`config.mk`:
```
export PLATFORM = sky130hd
export DESIGN_NAME = pipeline_sequencer
export DESIGN_NICKNAME = d
export VERILOG_FILES = /design/src/rtl/pipeline_sequencer_pkg.sv /design/src/rtl/pipeline_sequencer_raw_hazard_detect.sv /design/src/rtl/pipeline_sequencer.sv
export SDC_FILE = /design/constraint.sdc
export NUM_CORES = 1
export LEC_CHECK = 0
export ABC_CLOCK_PERIOD_IN_PS = 1900
export BUFFER_PORTS_ARGS = -buffer_cell sky130_fd_sc_hd__buf_2
export CAP_MARGIN = 10
export CORE_UTILIZATION = 37
export CTS_BUF_LIST = sky130_fd_sc_hd__clkbuf_8
export CTS_CLUSTER_SIZE = 10
export DETAILED_ROUTE_END_ITERATION = 10
export GPL_ROUTABILITY_DRIVEN = 0
export PLACE_DENSITY_LB_ADDON = 0.2
export SKIP_LAST_GASP = 1
export SYNTH_ARGS = -nofsm -noshare
export SYNTH_HDL_FRONTEND = slang
export SYNTH_SLANG_ARGS = --single-unit
```
`constraint.sdc`:
```
create_clock -name CLK -period 1.9 [get_ports CLK]
set_input_delay 0.285 -clock CLK [delete_from_list [all_inputs] [get_ports CLK]]
set_output_delay 0.285 -clock CLK [all_outputs]
set_load 0.03 [all_outputs]
```
`src/rtl/pipeline_sequencer_pkg.sv`:
```
// Shared definitions for the pipeline sequencer: sequencer states, writer
// slot indices and register-file constants.
package pipeline_sequencer_pkg;

    typedef enum logic [1:0] {
        IDLE    = 2'd0,
        RUN     = 2'd1,
        FLUSH   = 2'd2,
        IO_WAIT = 2'd3
    } seq_state_t;

    localparam int NUM_WRITERS = 4;
    localparam int REG_W       = 5;
    localparam int WR_OP       = 0;
    localparam int WR_EX       = 1;
    localparam int WR_MEM      = 2;
    localparam int WR_WB       = 3;

    localparam logic [REG_W-1:0] REG_ZERO = 5'd0;

    // True when any valid in-flight writer targets register r.
    function automatic logic reg_match(
        input logic [REG_W-1:0]             r,
        input logic [NUM_WRITERS-1:0]       wr_valid,
        input logic [NUM_WRITERS*REG_W-1:0] wr_rd
    );
        logic hit;
        hit = 1'b0;
        for (int i = 0; i < NUM_WRITERS; i++) begin
            if (wr_valid[i] && (wr_rd[i*REG_W +: REG_W] == r))
                hit = 1'b1;
        end
        return hit;
    endfunction

endpackage

```
`src/rtl/pipeline_sequencer_raw_hazard_detect.sv`:
```
// raw_hazard_detect: combinational RAW check of the ID source registers
// against the OP/EX/MEM/WB writer vector. Register zero never creates a hazard.
module raw_hazard_detect
    import pipeline_sequencer_pkg::*;
(
    input  logic                         id_valid,
    input  logic [REG_W-1:0]             id_rs,
    input  logic [REG_W-1:0]             id_rt,
    input  logic                         id_uses_rs,
    input  logic                         id_uses_rt,
    input  logic [NUM_WRITERS-1:0]       wr_valid,
    input  logic [NUM_WRITERS*REG_W-1:0] wr_rd,
    output logic                         hazard
);

    logic rs_hit;
    logic rt_hit;

    assign rs_hit = id_uses_rs && (id_rs != REG_ZERO) && reg_match(id_rs, wr_valid, wr_rd);
    assign rt_hit = id_uses_rt && (id_rt != REG_ZERO) && reg_match(id_rt, wr_valid, wr_rd);
    assign hazard = id_valid && (rs_hit || rt_hit);

endmodule

```
`src/rtl/pipeline_sequencer.sv`:
```
// Stall/flush/issue controller for the six-stage core.
// Optional perf counters enabled by defining PIPELINE_SEQUENCER_PERF_EN.
//
// state   | meaning
// IDLE    | waiting for run_start after program load, pipe inactive
// RUN     | normal issue; hazards and output waits stall in place
// FLUSH   | single cycle after a taken branch, IF fetches the target
// IO_WAIT | WB blocked on UART receive, whole pipe frozen
module pipeline_sequencer
    import pipeline_sequencer_pkg::*;
#(
    parameter int INST_MEM_WIDTH = 5
) (
    input  logic                         CLK,
    input  logic                         reset,
    input  logic                         run_start,
    input  logic                         load_busy,
    input  logic                         id_valid,
    input  logic [REG_W-1:0]             id_rs,
    input  logic [REG_W-1:0]             id_rt,
    input  logic                         id_uses_rs,
    input  logic                         id_uses_rt,
    input  logic [NUM_WRITERS-1:0]       wr_valid,
    input  logic [NUM_WRITERS*REG_W-1:0] wr_rd,
    input  logic                         branch_taken,
    input  logic [INST_MEM_WIDTH-1:0]    branch_pc,
    input  logic                         uart_in_wait,
    input  logic                         uart_out_wait,
    input  logic                         halt,
    output logic                         fetch_en,
    output logic                         id_hold,
    output logic                         op_bubble,
    output logic                         flush,
    output logic                         freeze,
    output logic [INST_MEM_WIDTH-1:0]    redirect_pc,
    output logic                         busy,
    output logic                         done,
    output logic [1:0]                   state,
    output logic [31:0]                  cycle_count,
    output logic [31:0]                  stall_count
);

    seq_state_t state_q;
    seq_state_t state_d;
    logic       hazard;

    raw_hazard_detect u_hazard (
        .id_valid   (id_valid),
        .id_rs      (id_rs),
        .id_rt      (id_rt),
        .id_uses_rs (id_uses_rs),
        .id_uses_rt (id_uses_rt),
        .wr_valid   (wr_valid),
        .wr_rd      (wr_rd),
        .hazard     (hazard)
    );

    always_ff @(posedge CLK) begin
        if (reset)
            state_q <= IDLE;
        else
            state_q <= state_d;
    end

    always_comb begin
        state_d     = state_q;
        fetch_en    = 1'b0;
        id_hold     = 1'b0;
        op_bubble   = 1'b0;
        flush       = 1'b0;
        freeze      = 1'b0;
        done        = 1'b0;
        redirect_pc = '0;
        case (state_q)
            IDLE: begin
                if (run_start && !load_busy)
                    state_d = RUN;
            end
            RUN: begin
                if (halt) begin
                    done    = 1'b1;
                    flush   = 1'b1;
                    state_d = IDLE;
                end else if (uart_in_wait) begin
                    freeze  = 1'b1;
                    state_d = IO_WAIT;
                end else if (branch_taken) begin
                    flush       = 1'b1;
                    redirect_pc = branch_pc;
                    state_d     = FLUSH;
                end else if (hazard) begin
                    id_hold   = 1'b1;
                    op_bubble = 1'b1;
                end else if (uart_out_wait) begin
                    freeze = 1'b1;
                end else begin
                    fetch_en = 1'b1;
                end
            end
            FLUSH: begin
                fetch_en = 1'b1;
                state_d  = RUN;
            end
            IO_WAIT: begin
                if (uart_in_wait) begin
                    freeze = 1'b1;
                end else begin
                    fetch_en = 1'b1;
                    state_d  = RUN;
                end
            end
            default: state_d = IDLE;
        endcase
    end

    assign busy  = (state_q != IDLE);
    assign state = state_q;

`ifdef PIPELINE_SEQUENCER_PERF_EN
    logic [31:0] cycle_q;
    logic [31:0] stall_q;

    // A new run starts its counts from zero; counts freeze while idle.
    always_ff @(posedge CLK) begin
        if (reset || (state_q == IDLE && state_d == RUN)) begin
            cycle_q <= '0;
            stall_q <= '0;
        end else if (busy) begin
            cycle_q <= cycle_q + 32'd1;
            if (!fetch_en)
                stall_q <= stall_q + 32'd1;
        end
    end

    assign cycle_count = cycle_q;
    assign stall_count = stall_q;
`else
    assign cycle_count = '0;
    assign stall_count = '0;
`endif

endmodule

```
==> flow_summary.json, run 1 <==
{
  "p_total_uw": 658,
  "p_leak_nw": 0.872,
  "grt_pass1_vias": 922,
  "cts.root.buffer_cell": "clkbuf_8",
  "final.setup.tns_ns": -0.269,
  "core-area_um2": 3180,
  "grt_first_pass_wirelength_mm": 3.92,
  "synth.cell_area_um2": 1280,
  "viasPerCell": 4.10,
  "synth_ff_type": "dfxtp_1",
  "row_count": 20,
  "finalCritPeriodShare_pct": 105,
  "drv_slew": 0,
  "insertion_delay_ns": 0.21,
  "ant_nets": 0,
  "drc_errors": 0,
  "yosys_warnings": 0,
  "syn_inst": 168,
  "yosysSeqAreaShare_pct": 3.13,
  "drive_gt1_share_pct": 41.7,
  "ctsHtreeMaxLevel": 1,
  "cts_tree": "built",
  "drt-initial-drc-count": 16,
  "grt_max_degree": 9,
  "die_area_um2": 3700,
  "grt_antenna_before_repair": 0,
  "fin_ws_ns": -0.102,
  "outcome": "finished with violations",
  "r2r-start": "state[1]",
  "critPathCaptureType": "primary output",
  "post-place-ws_ns": -0.204,
  "synth-seq-cells": 2,
  "synth.most_common_cell": "buf_4",
  "hold_violations": 0,
  "path_cells": "buf_6 -> xor2_2 -> nor4_2 -> nand3_1 -> and4_4 -> o22ai_4 -> and2b_2 -> buf_6",
  "cp.arrival_ns": 1.72,
  "min_path_type": "in -> reg",
  "synthTopCellsByCount": "66 x buf_4, 32 x xor2_1, 8 x nand3_1, 8 x nor4_1, 8 x xnor2_1",
  "synth_top_area_share_pct": 38.7,
  "setup_viol": 4,
  "slowest_delay_ns": 0.29,
  "cp_max_fo": 3,
  "yosysTopAreaCell": "buf_4",
  "final.setup_skew_ns": 0.00293,
  "cts_buffers": 3,
  "worst_ep_required_time_ns": 1.62,
  "grt_overflow": 0,
  "die_h_um": 60.8,
  "ir_drop_uv": 406,
  "synth.distinct_cells": 29,
  "rsz0062_at_grt": "yes",
  "clk_path_buf_depth": 2,
  "place_hpwl_mm": 2.38,
  "critPathLaunchType": "input port",
  "ios": 128,
  "clock_sinks": 2,
  "crit_type": "in -> out",
  "fin_nets": 287,
  "port_buffers": 63,
  "violations": "setup timing",
  "max-cap-violations": 0,
  "area_growth_pct": 29.7,
  "synth_edf_count": 0,
  "grt_use_total_pct": 14.2,
  "pwr_density_cell_nw_per_um2": 396,
  "crit_path_frequent_cell": "buf_6",
  "min_period_ns": 2.00,
  "routed_wl_mm": 2.85,
  "antennaDiodeCount": 0,
  "synth_area_per_cell_um2": 7.62,
  "ys_async_sr_fraction_pct": 0,
  "initial_utilization_pct": 40.3,
  "synth_area_leaders": "buf_4 39%, xor2_1 22%, xnor2_1 5.5%",
  "whs_ns": 0.249,
  "startpoint": "wr_rd[8]",
  "largest_reg_flops": 2,
  "cts.clk_slew.worst_paths_ns": 0.03,
  "fmax_ghz": 0.499,
  "first_pass_iters": 4,
  "die_w_um": 60.8,
  "postCtsHoldBufs": 0,
  "crit_slowest_cell": "nor4_2",
  "hp-start": "reset",
  "routedWlPerCell_um": 10.2,
  "via_count": 1143
}
==> per-layer routing <==
layer  share of wire, %  GRT usage (%)  vias up
met5                  0              0        -
met4                1.2           2.27        0
met3                8.5           2.77        4
met2                 52           25.0       77
met1                 38           18.1      511
li1                   -              -      551
==> path summary, 6_finish.rpt <==
check / to / slack, ns / depth (start not counted)
max: op_bubble / -0.10 / 8
min reg2reg: state[0] / 0.53 / 2
min: state[0] / 0.25 / 2
max reg2reg: state[1] / 1.04 / 2
==> layout by cell type, fill, tap and decap left out, types with 2 or more instances in the layout <==
master / Yosys / routed
buf_4: 66 / 18
buf_8: 0 / 2
nor4b_1: 2 / 2
nand3_1: 8 / 8
nor4_2: 0 / 4
o211ai_4: 0 / 2
clkbuf_8: 0 / 3
conb_1: 1 / 64
nor4_1: 8 / 4
xor2_1: 32 / 29
and4_4: 2 / 2
and2_1: 5 / 5
buf_2: 5 / 44
buf_6: 4 / 11
xnor2_1: 8 / 8
or4_4: 1 / 2
xor2_2: 0 / 3
nand2_1: 5 / 5
a21oi_1: 4 / 4
==> final cells by class <==
type / count / area [um^2]
fill: 323 / 1520
multi-input combinational: 152 / 986
timing repair buffer: 76 / 529
tap: 44 / 55.1
sequential: 2 / 41.3
clock buffer: 3 / 41.3
inverter: 2 / 7.51
==> power breakdown <==
group	internal (mW)	switching [mW]
clock	0.134	0.0353
combinational	0.144	0.297
sequential	0.0445	0.00297
==> critical path: cells and delay by family <==
kind,cells,cell delay (ns)
AND/OR/NAND/NOR,4,0.84
AO/OA/AOI/OAI,1,0.19
XOR/XNOR,1,0.17
buffers and inverters,2,0.23
==> metrics by stage <==
step                      cells  util [%]  instance area, um^2
after global placement      275      44.6                 1420
after CTS                   279      48.6                 1550
after global routing        279      52.2                 1660
final                       279      52.2                 1660
after detailed placement    275      44.6                 1420
after floorplan             231         -                 1530
==> kinds of logic after synthesis <==
| family | after synthesis | synth area share [%] |
|---|---|---|
| buf+inv | 77 | 44.8 |
| xor+xnor | 40 | 27.4 |
| simple gates | 39 | 18.9 |
| compound gates | 9 | 5.57 |
| flops | 2 | 3.13 |
| other cells | 1 | 0.293 |
==> repair_timing <==
item,4_1_cts,5_1_grt
setup endpoints to repair,4,9
gates cloned,0,0
gates resized for setup,23,25
buffers inserted,1,0
pin swaps,18,22
No activity file was read; power rests on OpenSTA's default activity.
==> run 2, diff against run 1 <==
==> constraint.sdc (replaced) <==
create_clock -name CLK -period 1.9 [get_ports CLK]
set_input_delay 0.285 -clock CLK [delete_from_list [all_inputs] [get_ports CLK]]
set_output_delay 0.285 -clock CLK [all_outputs]
set_load 0.005 [all_outputs]
==> flow_summary.json, run 2 (synthesized netlist as in run 1, its figures left out) <==
{
  "clock_sinks": 2,
  "place_area_um2": 1380,
  "nFillCells": 340,
  "fmax_ghz": 0.530,
  "rsz0062_at_grt": "yes",
  "layout_commonest_cell": "conb_1",
  "cts_buffers": 3,
  "cp_max_fo": 5,
  "initial_utilization_pct": 40.3,
  "postCtsHoldBufs": 0,
  "max-cap-violations": 0,
  "grt_overflow": 0,
  "grtUsageMet2_pct": 25.0,
  "cts.clk_slew.worst_paths_ns": 0.03,
  "cts_tree": "built",
  "fin_cells": 274,
  "whs_path_depth": 2,
  "via_count": 1085,
  "place_hpwl_mm": 2.33,
  "clk_path_buf_depth": 2,
  "grt_pass1_vias": 918,
  "ctsHtreeMaxLevel": 1,
  "finalInstanceArea_um2": 1550,
  "r2r-start": "state[0]",
  "area_growth_pct": 20.9,
  "drive_gt1_share_pct": 38.3,
  "ir_drop_uv": 303,
  "fin_nets": 282,
  "largest_reg_flops": 2,
  "insertion_delay_ns": 0.20,
  "min_path_type": "in -> reg",
  "critPathLaunchType": "input port",
  "critPathCaptureType": "primary output",
  "die_area_um2": 3700,
  "antennaDiodeCount": 0,
  "grt_max_degree": 9,
  "register_area_um2": 40.0,
  "ant_nets": 0,
  "multi_input_area_um2": 957,
  "r2r_slack_ns": 1.08,
  "place_inst": 271,
  "ios": 128,
  "port_buffers": 63,
  "grt.met3_usage_pct": 0.853,
  "drt-initial-drc-count": 29,
  "p_total_uw": 475,
  "drv_slew": 0,
  "crit_type": "in -> out",
  "die_w_um": 60.8,
  "setup_viol": 0,
  "grt.met1_usage_pct": 17.1,
  "outcome": "finished clean",
  "grt_first_pass_wirelength_mm": 3.82,
  "row_count": 20,
  "min_period_ns": 1.89,
  "cp.arrival_ns": 1.60,
  "hold_end": "state[0]",
  "core-area_um2": 3180,
  "hp-start": "reset",
  "first_pass_iters": 4,
  "finalCritPeriodShare_pct": 99.4,
  "final_cell_mix": "64 x conb_1, 53 x buf_2, 30 x xor2_1",
  "grt_busiest_layer": "met2",
  "worstRegToRegCells": 3,
  "grt_antenna_before_repair": 0,
  "hold_violations": 0,
  "die_h_um": 60.8,
  "final.setup_skew_ns": 0.000480,
  "drc_errors": 0,
  "grt_use_total_pct": 13.6,
  "viasPerCell": 3.96,
  "p_leak_nw": 0.831,
  "cts.root.buffer_cell": "clkbuf_8",
  "reg2reg_to": "state[0]",
  "pwr_density_cell_nw_per_um2": 307,
  "routed_wl_mm": 2.67,
  "routedWlPerCell_um": 9.73,
  "worst_ep_required_time_ns": 1.62
}
[run 2: worst max path at each step]
stage | from | to | slack, ns | depth (start not counted)
after floorplan | id_rs[3] | op_bubble | 0.08 | 8
after global routing | id_rs[1] | op_bubble | -0.06 | 8
after global placement | id_rs[3] | op_bubble | -0.09 | 8
after detailed placement | id_rs[1] | id_hold | -0.10 | 8
final | id_rs[2] | id_hold | 0.01 | 8
after CTS | id_rt[1] | id_hold | -0.005 | 8
[run 2: worst max-delay path, cell delays in order]
cell and delay [ns]:
buf_6 0.12, xor2_1 0.15, nor4_1 0.27, nand3_1 0.13, and4_4 0.21, o22ai_4 0.17, and2b_1 0.16, buf_2 0.11
[run 2: through the flow]
stage                     utilization [%]  setup TNS (ns)  hold WS, ns  worst slack [ns]
after detailed placement             43.5          -0.309        0.472            -0.102
after global placement               43.5          -0.280        0.472           -0.0949
after CTS                            46.5        -0.00882        0.258          -0.00452
after global routing                 48.7          -0.131        0.262           -0.0591
after floorplan                         -               0        0.354            0.0816
final                                48.7               0        0.258            0.0122
[run 2: power breakdown]
part,internal [mW],switching (mW)
sequential,0.0442,0.00284
clock,0.134,0.0289
combinational,0.128,0.138
total,0.306,0.170
[run 2: cell type report]
class                   count  area share, %
multi-input cells         152           61.8
repair buffers             71           28.9
flip-flops and latches      2           2.59
well taps                  44           3.56
clock buffers               3           2.67
inverters                   2          0.485
[run 2: what timing repair did]
| action | in CTS | in global routing |
|---|---|---|
| endpoints found under the setup margin | 4 | 4 |
| pin swaps | 20 | 10 |
| hold endpoints to repair | 0 | 0 |
| buffers inserted | 0 | 0 |
| gates resized for setup | 16 | 14 |
| cloned | 0 | 0 |
[run 2: routing by layer]
metal  vias to the layer above  wire, um
li1                        540         -
met1                       471      1090
met2                        74      1370
met3                         0       203
met4                         0         0
met5                         -         0
